File: src/rtl/lk_iter_ctrl.sv
// Level/iteration sequencer for the pyramidal LK displacement accumulator.
// Optional watchdog is compiled in when LK_CTRL_TIMEOUT_EN is defined.
//
// state  | meaning
// -------+-----------------------------------------------------------
// IDLE   | waiting for start
// REQ    | it_req raised, waiting for it_ack
// WAIT_D | waiting for dr/dc from the pipeline (accumulator enabled)
// EVAL   | accumulator settles; decide next iteration / level end
// SHIFT  | one-cycle shift_d pulse, step to the next finer level
// FIN    | one-cycle done pulse
module lk_iter_ctrl #(
    parameter int NUM_LEVELS = 3,
    parameter int MAX_ITER   = 5,
    parameter int MAX_D      = 32,
    parameter int EPS        = 67109,
    parameter int LVL_W      = (NUM_LEVELS > 1) ? $clog2(NUM_LEVELS) : 1,
    parameter int IT_W       = $clog2(MAX_ITER + 1),
    parameter int TIMEOUT    = 1024
) (
    input  logic             clk,
    input  logic             reset,
    input  logic             start,
    output logic             busy,
    output logic             done,
    output logic [LVL_W-1:0] level,
    output logic [IT_W-1:0]  iter_cnt,
    output logic             it_req,
    input  logic             it_ack,
    input  logic             d_valid,
    input  logic [MAX_D-1:0] dr,
    input  logic [MAX_D-1:0] dc,
    output logic             acc_enable,
    output logic             shift_d,
    output logic             converged,
    output logic             timeout_err
);

    typedef enum logic [2:0] {
        S_IDLE, S_REQ, S_WAIT_D, S_EVAL, S_SHIFT, S_FIN
    } state_t;

    localparam logic [LVL_W-1:0] LVL_TOP = LVL_W'(NUM_LEVELS - 1);
    localparam logic [IT_W-1:0]  IT_MAX  = IT_W'(MAX_ITER);
    localparam logic [MAX_D:0]   EPS_V   = (MAX_D + 1)'(EPS);

    state_t             r_state, w_state_nx;
    logic               r_busy, w_busy_nx;
    logic               r_done, w_done_nx;
    logic               r_it_req, w_it_req_nx;
    logic               r_shift_d, w_shift_nx;
    logic [LVL_W-1:0]   r_level, w_level_nx;
    logic [IT_W-1:0]    r_iter_cnt, w_iter_nx;
    logic               r_converged, w_conv_nx;
    logic               r_conv_flag, w_flag_nx;
    logic               w_expire;

    // One extra bit so that the most negative increment has a representable magnitude.
    logic [MAX_D:0] w_dr_ext, w_dc_ext, w_dr_abs, w_dc_abs;
    logic           w_conv;

    assign w_dr_ext = {dr[MAX_D-1], dr};
    assign w_dc_ext = {dc[MAX_D-1], dc};
    assign w_dr_abs = w_dr_ext[MAX_D] ? (~w_dr_ext + (MAX_D + 1)'(1)) : w_dr_ext;
    assign w_dc_abs = w_dc_ext[MAX_D] ? (~w_dc_ext + (MAX_D + 1)'(1)) : w_dc_ext;
    assign w_conv   = (w_dr_abs < EPS_V) && (w_dc_abs < EPS_V);

`ifdef LK_CTRL_TIMEOUT_EN
    localparam int WD_W = (TIMEOUT > 1) ? $clog2(TIMEOUT + 1) : 1;
    logic [WD_W-1:0] r_wd_cnt;
    logic            r_timeout_err;

    always_ff @(posedge clk or posedge reset) begin
        if (reset) begin
            r_wd_cnt <= '0;
        end else if (r_state == S_REQ || r_state == S_WAIT_D) begin
            r_wd_cnt <= r_wd_cnt + WD_W'(1);
        end else begin
            r_wd_cnt <= '0;
        end
    end

    // A d_valid landing on the expiry cycle is still accepted.
    assign w_expire = (r_state == S_REQ || r_state == S_WAIT_D) &&
                      (r_wd_cnt == WD_W'(TIMEOUT - 1)) &&
                      !(r_state == S_WAIT_D && d_valid);

    always_ff @(posedge clk or posedge reset) begin
        if (reset) begin
            r_timeout_err <= 1'b0;
        end else if (r_state == S_IDLE && start) begin
            r_timeout_err <= 1'b0;
        end else if (w_expire) begin
            r_timeout_err <= 1'b1;
        end
    end

    assign timeout_err = r_timeout_err;
`else
    assign w_expire    = 1'b0;
    assign timeout_err = 1'b0;
`endif

    always_ff @(posedge clk or posedge reset) begin
        if (reset) begin
            r_state     <= S_IDLE;
            r_busy      <= 1'b0;
            r_done      <= 1'b0;
            r_it_req    <= 1'b0;
            r_shift_d   <= 1'b0;
            r_level     <= LVL_TOP;
            r_iter_cnt  <= '0;
            r_converged <= 1'b0;
            r_conv_flag <= 1'b0;
        end else begin
            r_state     <= w_state_nx;
            r_busy      <= w_busy_nx;
            r_done      <= w_done_nx;
            r_it_req    <= w_it_req_nx;
            r_shift_d   <= w_shift_nx;
            r_level     <= w_level_nx;
            r_iter_cnt  <= w_iter_nx;
            r_converged <= w_conv_nx;
            r_conv_flag <= w_flag_nx;
        end
    end

    always_comb begin
        w_state_nx  = r_state;
        w_busy_nx   = r_busy;
        w_done_nx   = 1'b0;
        w_it_req_nx = 1'b0;
        w_shift_nx  = 1'b0;
        w_level_nx  = r_level;
        w_iter_nx   = r_iter_cnt;
        w_conv_nx   = r_converged;
        w_flag_nx   = r_conv_flag;
        case (r_state)
            S_IDLE: begin
                if (start) begin
                    w_level_nx = LVL_TOP;
                    w_iter_nx  = '0;
                    w_conv_nx  = 1'b0;
                    w_busy_nx  = 1'b1;
                    w_state_nx = S_REQ;
                end
            end
            S_REQ: begin
                if (w_expire) begin
                    w_done_nx  = 1'b1;
                    w_state_nx = S_FIN;
                end else if (r_it_req && it_ack) begin
                    w_state_nx = S_WAIT_D;
                end else begin
                    w_it_req_nx = 1'b1;
                end
            end
            S_WAIT_D: begin
                if (d_valid) begin
                    w_flag_nx  = w_conv;
                    w_iter_nx  = r_iter_cnt + IT_W'(1);
                    w_state_nx = S_EVAL;
                end else if (w_expire) begin
                    w_done_nx  = 1'b1;
                    w_state_nx = S_FIN;
                end
            end
            S_EVAL: begin
                if (r_conv_flag || r_iter_cnt == IT_MAX) begin
                    w_conv_nx = r_conv_flag;
                    if (r_level == '0) begin
                        w_done_nx  = 1'b1;
                        w_state_nx = S_FIN;
                    end else begin
                        w_shift_nx = 1'b1;
                        w_state_nx = S_SHIFT;
                    end
                end else begin
                    w_state_nx = S_REQ;
                end
            end
            S_SHIFT: begin
                w_level_nx = r_level - LVL_W'(1);
                w_iter_nx  = '0;
                w_state_nx = S_REQ;
            end
            S_FIN: begin
                w_busy_nx  = 1'b0;
                w_state_nx = S_IDLE;
            end
            default: begin
                w_busy_nx  = 1'b0;
                w_state_nx = S_IDLE;
            end
        endcase
    end

    assign acc_enable = d_valid && (r_state == S_WAIT_D);
    assign busy       = r_busy;
    assign done       = r_done;
    assign it_req     = r_it_req;
    assign shift_d    = r_shift_d;
    assign level      = r_level;
    assign iter_cnt   = r_iter_cnt;
    assign converged  = r_converged;

endmodule

File: config.mk
export PLATFORM = sky130hd
export DESIGN_NAME = lk_iter_ctrl
export DESIGN_NICKNAME = d
export VERILOG_FILES = /design/src/rtl/lk_iter_ctrl.sv
export SDC_FILE = /design/constraint.sdc
export NUM_CORES = 1
export LEC_CHECK = 0
export BUFFER_PORTS_ARGS = -buffer_cell sky130_fd_sc_hd__buf_2
export CORE_ASPECT_RATIO = 1.5
export CORE_MARGIN = 2
export CORE_UTILIZATION = 52
export DETAILED_ROUTE_END_ITERATION = 6
export PLACE_DENSITY = 0.82
export SYNTH_ARGS = -nofsm -noshare
export SYNTH_HDL_FRONTEND = slang
export SYNTH_SLANG_ARGS = --single-unit
File: constraint.sdc
create_clock -name clk -period 4.5 [get_ports clk]
set_input_delay 0.675 -clock clk [delete_from_list [all_inputs] [get_ports clk]]
set_output_delay 0.675 -clock clk [all_outputs]
set_load 0.05 [all_outputs]
**Word level (Yosys, flattened, before mapping)**

Cells that the tools add are included.

- Register bits: 14
- Bits of input ports: 69
- Output and inout bits: 12
- Logic and storage cells: 69

- Add/sub/neg operators: 4
- Magnitude comparators: 2
- Equal/unequal tests: 9
- Multiplexer cells: 26
- Bitwise logic cells: 3
- Reductions and logical operators: 16

Operators with widths:

| cell | number |
|---|---|
| $add 33x1->33 const B | 2 |
| $lt 33x17->1 const B | 2 |
| $mux 33 | 2 |
| $not 33->33 | 2 |
| $mux 3 | 6 |
| $pmux 3 s5 | 1 |
| $mux 1 | 12 |
| $pmux 3 s3 | 1 |
| $reduce_and 3->1 | 3 |
| $ne 2x2->1 const B | 4 |
| $eq 3x2->1 const B | 2 |
| $eq 3x3->1 const B | 2 |
| $reduce_and 2->1 | 3 |
| $pmux 1 s2 | 2 |
| $pmux 2 s2 | 1 |
| $reduce_bool 2->1 | 2 |
| $reduce_or 4->1 | 1 |
| $add 3x1->3 const B | 1 |
| $eq 3x1->1 const B | 1 |
| $logic_and 1x1->1 | 3 |
| $logic_not 3->1 | 1 |
| $reduce_bool 3->1 | 1 |
| $logic_not 2->1 | 1 |
| $mux 2 | 1 |
| 3 further kinds | 3 |

**Longest topological paths before layout**

Gate-level depths: netlist (run 1).

- Depth after elaboration: 5
- Mapped depth: 11
- Gate-level depth less buffers: 10

**Least setup slack after synthesis (run 1)**

Ideal clock, no wire load.

- Path type: input-to-reg
- From: input port dc[0]
- To: register r_conv_flag
- Library setup time: 0.095 ns
- Data arrival time: 2.689 ns
- Data required time: 4.405 ns
- Path slack: 1.715 ns
- Stages: 10
- Path buffers: 0
- Path through: inv_1 -> ha_1 -> or4b_4 -> or4_1 -> a21oi_1 -> a21o_1 -> a22oi_1 -> o31ai_1 -> nand4_1 -> o31ai_1

- Cells in the longest elaborated chain, start to end: 5

RTL lines:

| element | RTL line | RTL |
|---|---|---|
| start, declared | 32 | `input logic [MAX_D-1:0] dc,` |
| $not 33->33 | 65 | `assign w_dc_abs = w_dc_ext[MAX_D] ? (~w_dc_ext + (MAX_D + 1)'(1)) : w_dc_ext;` |
| $add 33x1->33 | 65 |  |
| $mux 33 * | 65 |  |
| $lt 33x17->1 * | 66 | `assign w_conv = (w_dr_abs < EPS_V) && (w_dc_abs < EPS_V);` |
| $logic_and 1x1->1 * | 66 |  |
| end signal, assigned | 124 | `r_conv_flag <= w_flag_nx;` |
| end, declared | 55 | `logic r_conv_flag, w_flag_nx;` |

Every way passes the cells marked *; elsewhere a longest branch is shown, timed or not.
A chain may end at the register's enable or synchronous reset.

**Final worst setup path (run 1)**

- From: input port dr[0]
- To: register r_conv_flag

- Cells in the longest elaborated chain, start to end: 5

RTL lines:

| element | RTL line | RTL |
|---|---|---|
| start, declared | 31 | `input logic [MAX_D-1:0] dr,` |
| $not 33->33 | 64 | `assign w_dr_abs = w_dr_ext[MAX_D] ? (~w_dr_ext + (MAX_D + 1)'(1)) : w_dr_ext;` |
| $add 33x1->33 | 64 |  |
| $mux 33 * | 64 |  |
| $lt 33x17->1 * | 66 |  |
| $logic_and 1x1->1 * | 66 |  |

Marked as above.

==> impl_results.md, run 1 <==
* RSZ-0062 raised after global routing: no
* First-pass GRT wire length at 12.56 mm
* Hold-fix buffers, CTS at 0
* Critical path class: in2reg
* Final Slew Violations at 0
* Placed cell count at 482
* Yosys warns at 0
* # resized after CTS at 0
* Final instance area at 0.002937 mm2
* Leading area contributor after synthesis: dfrtp_1
* Worst setup EP type: register
* Largest cells by area after synthesis: dfrtp_1 (13%), nor2_1 (6.1%), o21ai_0 (5.6%)
* Library cells used by synthesis at 63
* Initial antenna violation count at 0
* Antenna Violating Nets Remaining at 0
* Post-synthesis xor/xnor area fraction at 0.02471
* Post-Syn Area at 0.002481 mm2
* Clk root buf: clkbuf_8
* Sequential area share after synthesis at 0.1417
* GPL Wtd Cong at 1.066
* Compound-Gate Fraction of Synth Area at 0.2915
* Post-Synth Adder-Cell Area at 0.02521
* Site Rows at 30
* N_diodes at 0
* Vias in the first global route at 2981
* Gr ovfl total at 0
* Largest family of logic cells by synthesized area: simple AND/OR/NAND/NOR gates
* Peak VDD IR at roughly 0.14 mV
* Layout cells sized above 1 at 0.2346
* Yosys top cell area share at 0.1311
* Final setup fails at 0
* Total GRT Usage at 0.2932
* Nature of the critical path startpoint: primary input
* CTS H-tree lvls at 1
* Die height at 88.60 um
* # clock sinks at 14
* Area after DPL at 0.002882 mm2
* Pin count of the biggest net entering global routing at 27
* Max Fclk at roughly 330 MHz
* Max-cap violations at 0
* Slew headroom at 0.5331
* Cells after synthesis at 355
* Die ar. at 0.005351 mm2
* CTS Buffer Depth at 2
* Initial core utilization at 0.5463
* FF+latch count, synth at 14
* Tot Pwr at 706.1 uW
* Area growth syn-to-layout at 18.36%
* Hold Vio Cnt, Final at 0
* Period minus WS final at 3.048 ns
* CP required at 4.64 ns
* Predominant post-synthesis flop cell: dfrtp_1
* Violated checks: design-rule violations
* Leak pwr at 0.001176 uW
* Router iterations before antenna repair at 7
* Setup TNS at 0 ns
* Skew-Pair Late Insertion Delay at 0.24 ns
* Core area at 0.004542 mm2
* Async SR Flop Fraction at 1.000
* Critical Path Max Stage Delay at 0.53 ns
* Worst-path fanout max at 6
* Top Family by Delay on Critical Path: compound AO/OA/AOI/OAI gates
* TritonCTS clock tree: built
* TritonCTS Buffers at 3
* Slowest CP cell: nor4b_2
* Final std cells w/o fill at 486
* Hold Slack at 0.4633 ns
* EDFF count, synth at 0
* Boundary pin count at ~80
* Synth Net Count at 429
* Routed via count at 3172
* Clock slew at reported path FFs at 0.06 ns
* Post-synthesis average cell area at 6.989 um2
* Initial drt markers at 203
* Setup bufs post-CTS at 0
* Simple-Gate Fraction of Synth Area at 0.4256
* Crit path DAT at between 3 and 4 ns
* Post-route clock skew at between 0.0009 and 0.001 ns
* IO buf count at 79
* Cell Chain, Critical Path: buf_2 > inv_1 > ha_1 > nor4b_2 > nand4_1 > a211o_1 > a21oi_1 > o21a_1 > o2111a_1 > o211ai_1 > o31ai_1
* Final Cycle Share at 0.6773
* Final #Nets at 497
* WP buf/inv at 2
* Die width at a little over 60 um
* Multiplexer share of the synthesized area at 0.03227
* PwrDens at 240.5 mW/mm2
* Total Wirelength at about 7.5 mm
* Avg Vias per Cell at around 6.5
* Status: complete, but fails checks
* Drt drc at 2
* Worst-margin pin slew at 0.6940 ns
* Min-delay worst type: in2async
* WL/cell at 15.51 um
* Post-DP HPWL at 6.050 mm
## metal layers
metal	routed length (um)	GRT usage
met5	0	0
met4	291	0.1374
met3	409	0.02485
met2	3963	0.5346
met1	2876	0.3336
## cell type report
type | instances | area (um2)
multi-input combinational | 307 | 1987
fill | 430 | 1605
timing repair buffer | 79 | 395.4
sequential | 14 | 351.6
tap | 64 | 80.08
inverter | 18 | 67.56
clock buffer | 4 | 55.05
## where the power goes
part / internal, uW / total (uW) / switching (uW) / leakage [uW]
clock network: 77.4 / 122 / 44.1 / 0.0000288
registers: 162 / 207 / 45.2 / 0.000177
logic: 124 / 378 / 253 / 0.000970
## per-stage QoR
stage                       util  setup WS, ns
after global routing      0.6466         1.206
after global placement    0.6344         1.359
after detailed placement  0.6344         1.286
after CTS                 0.6466         1.524
final                     0.6466         1.452
after floorplan                -         1.715
## final timing paths
kind | startpoint | to | slack, ns | cells past startpoint
min | reset | level[0] | 0.46 | 2
max reg2reg | r_state[1] | r_conv_flag | 2.50 | 7
min reg2reg | busy | busy | 0.48 | 2
max in group asynchronous | reset | level[1] | 3.67 | 2
min in group clk | busy | busy | 0.48 | 2
max | dr[0] | r_conv_flag | 1.45 | 11
## registers in the layout, summed over array words and instances (netlist names)
name,cells
r_state,3
it_req,1
level,2
done,1
busy,1
shift_d,1
r_conv_flag,1
iter_cnt,3
converged,1
## cell families (layout without fill, tap and decap cells)
logic type	Yosys count	after routing
fa+ha+maj	5	5
buf+inv	34	101
compound gates	105	105
simple gates	181	181
flops	14	14
other cells	1	1
mux	8	8
xor+xnor	7	7
## Yosys cell counts (8+ instances only)
cell type,instances
mux2i_1,8
or3_1,11
or4_1,13
clkbuf_1,10
nor4_1,11
nor2_1,40
o21ai_0,28
nand2_1,21
dfrtp_1,13
inv_1,18
nand4_1,12
nand3_1,19
a21oi_1,14
nor3_1,18
## worst register-to-register path, delay by kind of cell (launching register included)
| family | cells | cell delay, ns |
|---|---|---|
| AOI/OAI and AO/OA | 3 | 0.63 |
| DFF | 1 | 0.56 |
| and+or+nand+nor | 4 | 0.71 |
## cells in the final DEF (no fill, tap or decap), types with 3 or more instances in the layout
cell type / synthesis / routed
a211o_1: 3 / 3
a211oi_1: 3 / 3
a21boi_0: 5 / 5
a21o_1: 5 / 5
a21oi_1: 14 / 14
a221oi_1: 3 / 3
a31oi_1: 6 / 6
a32oi_1: 4 / 4
and3_1: 5 / 5
and4_1: 4 / 4
buf_2: 3 / 79
clkbuf_8: 0 / 4
dfrtp_1: 13 / 13
ha_1: 5 / 5
inv_1: 18 / 18
mux2i_1: 8 / 8
nand2_1: 21 / 21
nand3_1: 19 / 19
nand4_1: 12 / 12
nand4b_1: 4 / 4
nor2_1: 40 / 40
nor2b_1: 3 / 3
nor3_1: 18 / 18
nor3_2: 3 / 3
nor4_1: 11 / 11
nor4b_2: 3 / 3
o21a_1: 4 / 4
o21ai_0: 28 / 28
o221ai_1: 3 / 3
o31ai_1: 6 / 6
or3_1: 11 / 11
or4_1: 13 / 13
xnor2_1: 6 / 6
Note: power is estimated with default switching activity, not from simulation.
==> run 2, diff against run 1 <==
ABC_AREA = 1   (was not set)
CORE_UTILIZATION = 50   (was 52)
PLACE_DENSITY = 0.79   (was 0.82)
clock period = 2.7 ns   (was 4.5 ns; I/O delays follow)
==> impl_results.md, run 2 <==
* Status: finished, final reports clean
* # resized after CTS at 0 (unchanged)
* Die ar. at 0.007060 mm2 (+32%)
* Layout cells sized above 1 at 0.1792 (-0.05543)
* Worst Setup SP: dc[0]
* Max-cap violations at 0 (unchanged)
* Die height at 101.9 um (+15%)
* Min-delay worst type: in2async
* Site Rows at 35 (+17%)
* TritonCTS Buffers at 3 (unchanged)
* Die width at 69.28 um (+15%)
* Final #Nets at 795 (+60%)
* Clock slew at reported path FFs at 0.06 ns (about the same)
* Cell Chain, Critical Path: buf_2 > inv_1 > ha_1 > nand3_2 > nor2_4 > nand2_1 > nand2_1 > nand2_1 > nand2_1 > inv_2 > nor2_1 > nand2_1 > nor2_1 > nor2_1 > nand2_1 > nor2_1 > nand2_1 > nand2_1
* Critical path class: in2reg
* Sequential area share after synthesis at 0.1100 (-0.03168)
* FF+latch count, synth at 14 (unchanged)
* Met3 routed WL at 363 um (-11%)
* Yosys top cell area share at 0.2749 (+0.1437)
* Cell mode on critical path: nand2_1
* Async SR Flop Fraction at 1.000 (unchanged)
* Leak pwr at 0.002128 uW (+81%)
* Total Wirelength at 9.235 mm (+22%)
* Initial core utilization at 0.5175 (-0.02875)
* Final setup fails at 0 (unchanged)
* Nature of the critical path startpoint: primary input
* RSZ-0062 raised after global routing: no
* Pin count of the biggest net entering global routing at 28 (+3.7%)
* Boundary pin count at 81 (unchanged)
* Clk root buf: clkbuf_8
* Max Fclk at 514.6 MHz
* Period minus WS final at 1.943 ns
* IO buf count at 79 (unchanged)
* Slew headroom at 0.6380 (+0.1050)
* EDFF count, synth at 0 (unchanged)
* Routed via count at 4092 (+29%)
* # clock sinks at 14 (unchanged)
* WL/cell at 11.63 um (-25%)
* Post-Syn Area at 0.003196 mm2 (+29%)
* Flop2flop setup slack at 0.99 ns (-1.51 ns)
* Gr ovfl total at 0 (unchanged)
* Peak VDD IR at 0.2000 mV (+42%)
* Post-synthesis average cell area at 4.954 um2 (-29%)
* Vias in the first global route at 3726 (+25%)
* Hold Vio Cnt, Final at 0 (unchanged)
* GPL Wtd Cong at 0.9911 (-7.0%)
* Utilization after layout at 0.6000 (-0.04656)
* Critical Path Max Stage Delay at 0.23 ns (-0.30 ns)
* Cells after synthesis at 645 (+82%)
* Yosys warns at 0 (unchanged)
* Most common cell in the netlist: nand2_1
* Top layer reached by signal wires: met4
* Commonest non-fill, non-tap cell in the layout: nand2_1
* CTS H-tree lvls at 1 (unchanged)
* Top Family by Delay on Critical Path: simple AND/OR/NAND/NOR gates
* Synth Net Count at 719 (+68%)
* Area growth syn-to-layout at 15.94%
* PwrDens at 305.1 mW/mm2 (+27%)
* Library cells used by synthesis at 36 (-43%)
* Setup WS pre-CTS at 0.5171 ns (-0.7687 ns)
* Worst r2r src: r_state[2]
* DR WL met2 at 4.927 mm (+24%)
* Final instance area at 0.003705 mm2 (+26%)
* Post-synth top cells: nand2_1 (234), nor2_1 (103), inv_1 (95)
* TritonCTS clock tree: built
* Final Cycle Share at 0.7197
* Area after DPL at 0.003650 mm2 (+27%)
* CTS Buffer Depth at 2 (unchanged)
* Leading area contributor after synthesis: nand2_1
* Core area at 0.006175 mm2 (+36%)
* Initial drt markers at 265 (+31%)
* Drt drc at 0 (-2)
* PnR worst setup slack at 0.7568 ns (-0.6955 ns)
* Antenna Violating Nets Remaining at 0 (unchanged)
* Worst setup EP type: register
* Largest cells by area after synthesis: nand2_1 (27%), nor2_1 (12%), inv_1 (11%)
* WP buf/inv at 3 (+1)
* Post-DP HPWL at 7.839 mm (+30%)
* Initial antenna violation count at 0 (unchanged)
* Worst-margin pin slew at 0.5424 ns (-0.1516 ns)
* Total GRT Usage at 0.2573 (-0.03588)
* CP required at 2.84 ns (-1.80 ns)
* Router iterations before antenna repair at 5 (-2)
* Predominant post-synthesis flop cell: dfrtp_1
* N_diodes at 0 (unchanged)
* M1 wire length at 3.712 mm (+29%)
* Setup bufs post-CTS at 0 (unchanged)
* Post-route clock skew at 0.002602 ns (+0.001652 ns)
* Reg2reg end: r_conv_flag
* R2R depth at 11 (+4)
* Slowest CP cell: nor2_4
* Crit path DAT at 2.08 ns (-1.11 ns)
* Most frequent cells in the layout: nand2_1 (234), nor2_1 (103), inv_1 (95)
* Skew-Pair Late Insertion Delay at 0.25 ns (about the same)
* Worst-path fanout max at 7 (+1)
* Avg Vias per Cell at 5.154 (-21%)
* Hold Slack at 0.1902 ns (-0.2731 ns)
* Hold-fix buffers, CTS at 0 (unchanged)
* Setup TNS at 0 ns (unchanged)
* First-pass GRT wire length at 15.35 mm (+22%)
* Final Slew Violations at 0 (unchanged)
==> run 2: layer usage <==
metal | GRT usage | vias up
li1 | - | 2135
met1 | 0.2745 | 1825
met2 | 0.5377 | 116
met3 | 0.01677 | 16
met4 | 0.06637 | 0
met5 | 0 | -
==> run 2: per-stage QoR <==
step	instances	power, uW
after CTS	794	1129
final	794	1130
after global placement	790	907.4
after global routing	794	1233
after floorplan	645	730.6
after detailed placement	790	921.9
==> run 2: layout make-up <==
class | instances | area [um2]
timing repair buffer | 82 | 417.9
sequential | 14 | 351.6
inverter | 100 | 375.4
clock buffer | 4 | 55.05
fill | 652 | 2470
multi-input combinational | 520 | 2412
tap | 74 | 92.59
==> run 2: cells by family after synthesis <==
group | Yosys count | share of synthesized area
AO/OA/AOI/OAI | 37 | 0.06383
XOR/XNOR | 10 | 0.02741
adder cells (fa/ha/maj) | 5 | 0.01958
buffers and inverters | 111 | 0.1351
flip-flops | 14 | 0.1100
other | 1 | 0.001174
AND/OR/NAND/NOR | 467 | 0.6429
==> run 2: report_power, final <==
part           total [uW]  internal [uW]  leakage, uW  switching, uW
registers             276            246     0.000180           30.8
logic                 647            207      0.00192            440
clock network         207            129    0.0000288           77.9
total                1130            582      0.00213            548
==> run 2: worst max-delay path by stage <==
stage | endpoint | slack (ns) | depth (start not counted)
after floorplan | r_conv_flag | 0.53 | 11
after global placement | r_conv_flag | 0.58 | 18
after detailed placement | r_conv_flag | 0.52 | 18
after CTS | r_conv_flag | 0.78 | 18
after global routing | r_conv_flag | 0.52 | 16
final | r_conv_flag | 0.76 | 18
==> run 3, diff against run 2 <==
clock period = 1.75 ns   (was 2.7 ns; I/O delays follow)
==> impl_results.md, run 3 (synthesis results as in run 2) <==
* Min-delay worst type: in2async
* Layout cells sized above 1 at 0.2931 (+0.1139)
* TritonCTS Buffers at 3 (unchanged)
* Crit path DAT at 1.37 ns (-0.71 ns)
* Post-route clock skew at 0.003621 ns (+0.001019 ns)
* Period minus WS final at between 1.5 and 2 ns
* Antenna Violating Nets Remaining at 0 (unchanged)
* TritonCTS clock tree: built
* Total GRT Usage at 0.2718 (+0.01447)
* N_diodes at 0 (unchanged)
* Die width at 69.28 um (unchanged)
* Total Wirelength at 10.35 mm (+12%)
* Met3 routed WL at 521 um (+44%)
* Worst-path fanout max at 5 (-2)
* Post-DP HPWL at 8.219 mm (+4.9%)
* Most frequent cells in the layout: nand2_1 (219), inv_1 (91), nor2_1 (90)
* CTS Buffer Depth at 2 (unchanged)
* Commonest non-fill, non-tap cell in the layout: nand2_1
* Vias in the first global route at 4006 (+7.5%)
* PwrDens at 430.0 mW/mm2 (+41%)
* Gr ovfl total at 0 (unchanged)
* IO buf count at 79 (unchanged)
* Routed via count at 4505 (+10%)
* Die ar. at 0.007060 mm2 (unchanged)
* DR WL met2 at 5.544 mm (+13%)
* Initial drt markers at 325 (+23%)
* Critical path class: reg2out
* Drt drc at 0 (unchanged)
* Setup WS pre-CTS at -0.2701 ns (-0.7872 ns)
* Core area at 0.006175 mm2 (unchanged)
* Router iterations before antenna repair at 5 (unchanged)
* Worst Setup SP: r_state[2]
* # fillers at 570 (-13%)
* Skew-Pair Late Insertion Delay at 0.25 ns (about the same)
* Boundary pin count at 81 (unchanged)
* Clk root buf: clkbuf_8
* Reg2reg end: r_conv_flag
* Site Rows at 35 (unchanged)
* Avg Vias per Cell at 5.288 (+2.6%)
* M1 wire length at 3.802 mm (+2.4%)
* Hold Vio Cnt, Final at 0 (unchanged)
* Worst r2r src: r_state[2]
* Final Slew Violations at 0 (unchanged)
* CTS H-tree lvls at 1 (unchanged)
* Hold-fix buffers, CTS at 0 (unchanged)
* Max-cap violations at 0 (unchanged)
* Final Cycle Share at 0.9325
* Initial core utilization at 0.5175 (unchanged)
* Area growth syn-to-layout at 36.80%
* Top layer reached by signal wires: met4
* Flop2flop setup slack at 0.22 ns (-0.77 ns)
* Clock slew at reported path FFs at 0.06 ns (about the same)
* # clock sinks at 14 (unchanged)
* Die height at 101.9 um (unchanged)
* CP required at 1.49 ns (-1.35 ns)
* GPL Wtd Cong at 0.9182 (-7.4%)
* First-pass GRT wire length at 16.24 mm (+5.8%)
* Setup TNS at 0 ns (unchanged)
* Worst setup EP type: output port
* Final setup fails at 0 (unchanged)
* Status: finished, final reports clean
* Initial antenna violation count at 0 (unchanged)
* Leak pwr at 0.002453 uW (+15%)
* Max Fclk at approximately 600 MHz
* Pin count of the biggest net entering global routing at 38 (+36%)
* Hold Slack at 0.03306 ns (-0.1571 ns)
* PnR worst setup slack at 0.1181 ns (-0.6387 ns)
* Peak VDD IR at 0.3272 mV (+64%)
* Nature of the critical path startpoint: register
* R2R depth at 11 (unchanged)
* Slew headroom at 0.6575 (+0.01953)
* Final #Nets at 853 (+7.3%)
* Worst-margin pin slew at 0.5131 ns (-0.02926 ns)
* Tot Pwr at 1880 uW (+66%)
* WL/cell at 12.15 um (+4.4%)
## run 3: where the power goes
| group | switching (uW) | internal [uW] | total, uW |
|---|---|---|---|
| Clock | 116 | 161 | 278 |
| Combinational | 746 | 430 | 1180 |
| Sequential | 46.7 | 379 | 426 |
## run 3: worst max path at each step
stage / to / slack [ns]
global route: r_conv_flag / -0.03
floorplan: r_conv_flag / 0.02
finish: acc_enable / 0.12
global placement: r_conv_flag / -0.20
CTS: r_conv_flag / 0.01
detailed placement: r_conv_flag / -0.27
## run 3: critical path, stage by stage, from the launching register on
cell     delay (ns)
dfrtp_1        0.43
nor3_2         0.22
inv_1          0.10
nor2_4         0.10
buf_2          0.27
## run 3: area by class of cell
cell class / instances / area, um2 / area share
multi-input cells: 520 / 2603 / 0.5953
clock buffers: 4 / 45.04 / 0.01030
well taps: 74 / 92.59 / 0.02118
inverters: 100 / 377.9 / 0.08643
repair buffers: 140 / 902.1 / 0.2064
flip-flops and latches: 14 / 351.6 / 0.08042
## run 3: routing by layer
| layer | GRT usage | vias up |
|---|---|---|
| met5 | 0 | - |
| met4 | 0.1327 | 0 |
| met3 | 0.02564 | 41 |
| met2 | 0.5392 | 181 |
| met1 | 0.2835 | 2020 |
| li1 | - | 2263 |
## run 3: timing repair
item,CTS,global route
pin swaps,1,44
cloned,0,0
resized for setup,2,59
buffers inserted,0,8
setup endpoints to repair,1,1
## run 3: per-stage QoR
stage | utilization | instances | area, um2
6_report | 0.7080 | 852 | 4372
5_1_grt | 0.7080 | 852 | 4372
4_1_cts | 0.6640 | 844 | 4100
3_5_place_dp | 0.6551 | 840 | 4045
3_3_place_gp | 0.6551 | 840 | 4045
2_1_floorplan | - | 645 | 3203
